File: src/rtl/bf_pkg.sv
// bf_pkg: shared LED-bus width and direction type used by the flasher and its monitor.
// Contents: LED_WIDTH (bus width), dir_t (IDLE/UP/DOWN sweep direction).
package bf_pkg;
    localparam int LED_WIDTH = 16;
    typedef enum logic [1:0] {
        DIR_IDLE = 2'd0,
        DIR_UP   = 2'd1,
        DIR_DOWN = 2'd2
    } dir_t;
endpackage

File: src/rtl/led_seq_monitor_thermo_decode.sv
// thermo_decode: combinational thermometer-code decoder for the LED bus.
// Ports: led (in, WIDTH) raw bus; count (out, CW) number of lit LEDs; valid (out) ones are contiguous from bit 0.
module thermo_decode #(
    parameter int WIDTH = 16,
    parameter int CW    = $clog2(WIDTH + 1)
) (
    input  logic [WIDTH-1:0] led,
    output logic [CW-1:0]    count,
    output logic             valid
);
    // A thermometer code plus one is a single power of two, so the AND is zero;
    // all-ones wraps to zero and passes too.
    assign valid = (led & (led + WIDTH'(1))) == '0;
    always_comb begin
        count = '0;
        for (int i = 0; i < WIDTH; i++) count = count + CW'(led[i]);
    end
endmodule

File: src/rtl/led_seq_monitor.sv
// led_seq_monitor: decodes the flasher's LED bus and checks its sweep sequence.
// Ports: clk, rst_n (async active-low), led (bus in), clear_err (sync clear of sticky errors);
// outputs count, dir, turn/turn_level, kickback, sweep_done, sweeps, err_code, err_step.
module led_seq_monitor
    import bf_pkg::*;
#(
    parameter int WIDTH = LED_WIDTH,
    parameter int CW    = $clog2(WIDTH + 1),
    parameter int SW    = 8
) (
    input  logic             clk,
    input  logic             rst_n,
    input  logic [WIDTH-1:0] led,
    input  logic             clear_err,
    output logic [CW-1:0]    count,
    output logic [1:0]       dir,
    output logic             turn,
    output logic [CW-1:0]    turn_level,
    output logic             kickback,
    output logic             sweep_done,
    output logic [SW-1:0]    sweeps,
    output logic             err_code,
    output logic             err_step
);
    logic [WIDTH-1:0] led_q;
    logic [CW-1:0]    n, count_n, tl_n;
    logic [SW-1:0]    sweeps_n;
    logic             valid, up, dn, same, turn_n, kick_n, sd_n, step_e;
    dir_t             dir_r, dir_n;

    thermo_decode #(.WIDTH(WIDTH), .CW(CW)) u_dec (.led(led_q), .count(n), .valid(valid));

    assign dir  = dir_r;
    assign up   = n == count + CW'(1);
    assign dn   = count != '0 && n == count - CW'(1);
    assign same = n == count;

    always_comb begin
        dir_n    = dir_r;
        count_n  = count;
        tl_n     = turn_level;
        sweeps_n = sweeps;
        turn_n   = 1'b0;
        kick_n   = 1'b0;
        sd_n     = 1'b0;
        step_e   = 1'b0;
        if (valid) begin
            // Count follows every valid sample, even an illegal step, so the
            // next step is judged against what the bus actually showed.
            count_n = n;
            if (up) begin
                turn_n = dir_r == DIR_DOWN;
                kick_n = dir_r == DIR_DOWN && count != '0;
                tl_n   = dir_r == DIR_DOWN ? count : turn_level;
                dir_n  = DIR_UP;
            end else if (dn) begin
                step_e = dir_r == DIR_IDLE;
                turn_n = dir_r == DIR_UP;
                tl_n   = dir_r == DIR_UP ? count : turn_level;
                dir_n  = dir_r == DIR_IDLE ? DIR_IDLE : (n == '0 ? DIR_IDLE : DIR_DOWN);
                // Landing on zero ends the sweep; IDLE there keeps the next +1 from counting as a turn.
                sd_n     = dir_r != DIR_IDLE && n == '0;
                sweeps_n = (sd_n && !(&sweeps)) ? sweeps + SW'(1) : sweeps;
            end else if (same) begin
                step_e = count != '0;
                dir_n  = count == '0 ? DIR_IDLE : dir_r;
            end else begin
                step_e = 1'b1;
            end
        end
    end

    always_ff @(posedge clk or negedge rst_n) begin
        if (!rst_n) begin
            led_q      <= '0;
            count      <= '0;
            dir_r      <= DIR_IDLE;
            turn_level <= '0;
            sweeps     <= '0;
            turn       <= 1'b0;
            kickback   <= 1'b0;
            sweep_done <= 1'b0;
            err_code   <= 1'b0;
            err_step   <= 1'b0;
        end else begin
            led_q      <= led;
            count      <= count_n;
            dir_r      <= dir_n;
            turn_level <= tl_n;
            sweeps     <= sweeps_n;
            turn       <= turn_n;
            kickback   <= kick_n;
            sweep_done <= sd_n;
            // A fresh error outranks a simultaneous clear.
            err_code   <= (err_code & ~clear_err) | ~valid;
            err_step   <= (err_step & ~clear_err) | step_e;
        end
    end
endmodule

File: config.mk
export PLATFORM = sky130hd
export DESIGN_NAME = led_seq_monitor
export DESIGN_NICKNAME = d
export VERILOG_FILES = /design/src/rtl/bf_pkg.sv /design/src/rtl/led_seq_monitor_thermo_decode.sv /design/src/rtl/led_seq_monitor.sv
export SDC_FILE = /design/constraint.sdc
export NUM_CORES = 1
export LEC_CHECK = 0
export CORE_ASPECT_RATIO = 1.5
export CORE_MARGIN = 3
export CORE_UTILIZATION = 45
export DETAILED_ROUTE_END_ITERATION = 10
export PLACE_DENSITY = 0.7
export SLEW_MARGIN = 30
export SYNTH_ARGS = -nofsm -noshare
export SYNTH_HDL_FRONTEND = slang
export SYNTH_SLANG_ARGS = --single-unit
File: constraint.sdc
create_clock -name clk -period 7.75 [get_ports clk]
set_input_delay 1.55 -clock clk [delete_from_list [all_inputs] [get_ports clk]]
set_output_delay 1.55 -clock clk [all_outputs]
set_load 0.02 [all_outputs]
==> results.json <==
{
  "max_cap_violations": 0,
  "cts_buffers": 5,
  "dr.pass1.iters": 4,
  "synthTopCellsByArea": "dfrtp_1 43%, fa_1 8.4%, ha_1 5.2%",
  "ff2ff_path_depth": 17,
  "post_cts.repair.setup_buffers": 0,
  "grt_max_degree": 42,
  "floorplan.initialDensity": 0.481,
  "powerDensity_mw_per_mm2": 233,
  "cp.arrival_ps": 6060,
  "hold_viol_final": 0,
  "die_h_um": 95.2,
  "fin_crit_sh": 0.758,
  "layout_common_cells": "42 x clkdlybuf4s50_1, 41 x dfrtp_1, 26 x inv_1",
  "ctsHoldBuffers": 0,
  "gr-usage-met2": 0.324,
  "dpl.hpwl_mm": 3.77,
  "path_class": "flop to flop",
  "use_met3": 0.0283,
  "layout_commonest_cell": "clkdlybuf4s50_1",
  "grt.busiest_layer": "met2",
  "worstSkewPairLatency_ps": 290,
  "worstMarginPinSlew_ps": 579,
  "nNetsFinal": 312,
  "synth_top_area_share": 0.430,
  "met1_usage": 0.180,
  "gr-total-overflow": 0,
  "avgSynthCellArea_sq_um": 10.5,
  "drt_iter0_drc": 105,
  "cts_tree": "done",
  "yosys_register_bits": 41,
  "crit_required_ps": 7930,
  "antenna_left": 0,
  "drcViolationCount": 0,
  "p_leak_nw": 1.29,
  "via_per_inst": 5.39,
  "area_growth_pct": 24.4,
  "drt_wl_total_mm": 4.73,
  "portBuffers": 43,
  "rsz0062_at_grt": "no",
  "vdd_ir_drop_max_mv": 0.112,
  "root_buffer": "clkbuf_8",
  "clk_pin_slew_ps": 80,
  "synth.distinct_cells": 49,
  "cts_sinks": 41,
  "syn_inst": 227,
  "netlist_area_sq_mm": 0.00239,
  "synth_edf_count": 0,
  "slew_viol_final": 0,
  "end_kind": "flop",
  "rows": 31,
  "p_total_mw": 0.692,
  "fin_crit_ps": 5870,
  "slew_headroom": 0.611,
  "grt_pass1_vias": 1723,
  "post-route-util": 0.598,
  "place_congestion": 0.826,
  "yosysSeqAreaShare": 0.430,
  "clock_skew_ps": 5.30,
  "synth-async-reset-ratio": 1.00,
  "grt_usage": 0.167,
  "synth_nets": 266,
  "wl_per_cell_um": 13.9,
  "max_freq_mhz": 170,
  "yosysTopAreaCell": "dfrtp_1",
  "antenna_found_initial": 0,
  "grt_pass1_wl_mm": 7.96,
  "fin_tns_setup_ps": 0,
  "die-area_sq_mm": 0.00623,
  "dr_total_vias": 1832,
  "whs_path_depth": 1,
  "setup_viol": 0,
  "io_pins": 44,
  "hp-class": "flop to flop",
  "die_w_um": 65.5,
  "synth_warnings": 0,
  "worstPathMaxFanout": 10,
  "core_area_sq_mm": 0.00496,
  "yosys_most_used_dff": "dfrtp_1",
  "drive_above_1_share": 0.0876,
  "outcome": "completed",
  "clockBufferDepth": 2,
  "cts_resized": 0,
  "startpoint_type": "flop",
  "n_antenna_cell": 0,
  "htreeDepth": 2
}
Yosys cell counts (2+ instances only):
master / count
a211oi_1: 3
nand2b_1: 5
nand2_1: 21
o21ai_0: 10
clkbuf_1: 3
or2_2: 2
o21ai_2: 2
nor3b_1: 2
xor2_1: 6
nor2_1: 8
mux2_2: 7
a21oi_1: 5
xnor2_1: 12
nand3_1: 10
nand4_1: 6
inv_1: 26
nand4b_1: 2
fa_1: 10
dfrtp_1: 41
ha_1: 10
nor3_1: 7
nor4_1: 2
final timing paths:
kind,slack [ps],endpoint,startpoint
worst max register to register,1880,turn_level[4],led_q[0]
worst max-delay path,1880,turn_level[4],led_q[0]
worst min-delay path,510,turn_level[3],turn_level[3]
max in group asynchronous,6170,turn_level[1],rst_n
min in group asynchronous,1220,count[0],rst_n
worst min register to register,510,turn_level[3],turn_level[3]
cells by family (layout without fill, tap and decap cells):
family          count (synthesis)  count (layout)  share of synthesized area
simple gates                   72              72                      0.161
xor+xnor                       20              20                     0.0823
fa+ha+maj                      20              20                      0.136
compound gates                 37              37                      0.110
flops                          41              41                      0.430
mux                             7               7                     0.0330
buf+inv                        30              77                     0.0472
cell type report:
cell class                      count  area, sq um
Clock buffer                        5         68.8
Clock inverter                      3         17.5
Sequential cell                    41         1030
Fill cell                         447         2000
Multi-Input combinational cell    156         1250
Timing Repair Buffer               43          428
Inverter                           26         97.6
Tap cell                           66         82.6
metal layers:
layer | vias to the layer above | part of all wire | wire length, um
li1 | 869 | - | -
met1 | 917 | 0.39 | 1830
met2 | 39 | 0.56 | 2670
met3 | 7 | 0.035 | 166
met4 | 0 | 0.014 | 64
met5 | - | 0 | 0
power by group:
group	total, mW	switching [mW]	internal (mW)
registers	0.226	0.00675	0.219
clock network	0.137	0.0744	0.0621
logic	0.330	0.179	0.151
total	0.692	0.260	0.432
state kept, by name (all words and copies together) (netlist names):
register    flops
sweep_done      1
err_code        1
turn_level      5
turn            1
sweeps          8
dir             2
led_q          16
count           5
err_step        1
kickback        1
through the flow:
step / instances / setup slack (ps) / hold slack [ps] / instance area, sq um
finish: 340 / 1880 / 509 / 2970
global route: 340 / 1590 / 523 / 2970
CTS: 340 / 1880 / 514 / 2970
detailed placement: 332 / 1880 / 495 / 2880
global placement: 332 / 2010 / 489 / 2880
floorplan: 227 / 2220 / 606 / 2390
critical path, cell delays in order, from the launching register on:
cell and delay, ps:
dfrtp_1 370, inv_1 50, ha_1 300, fa_1 480, inv_1 50, fa_1 470, fa_1 520, inv_1 50
fa_1 450, fa_1 440, fa_1 510, xnor2_2 260, or3_1 390, a311o_1 370, a211oi_2 320, nand4b_1 150
o21ai_2 180, mux2_2 380
Power figures use the tool's default switching activity.
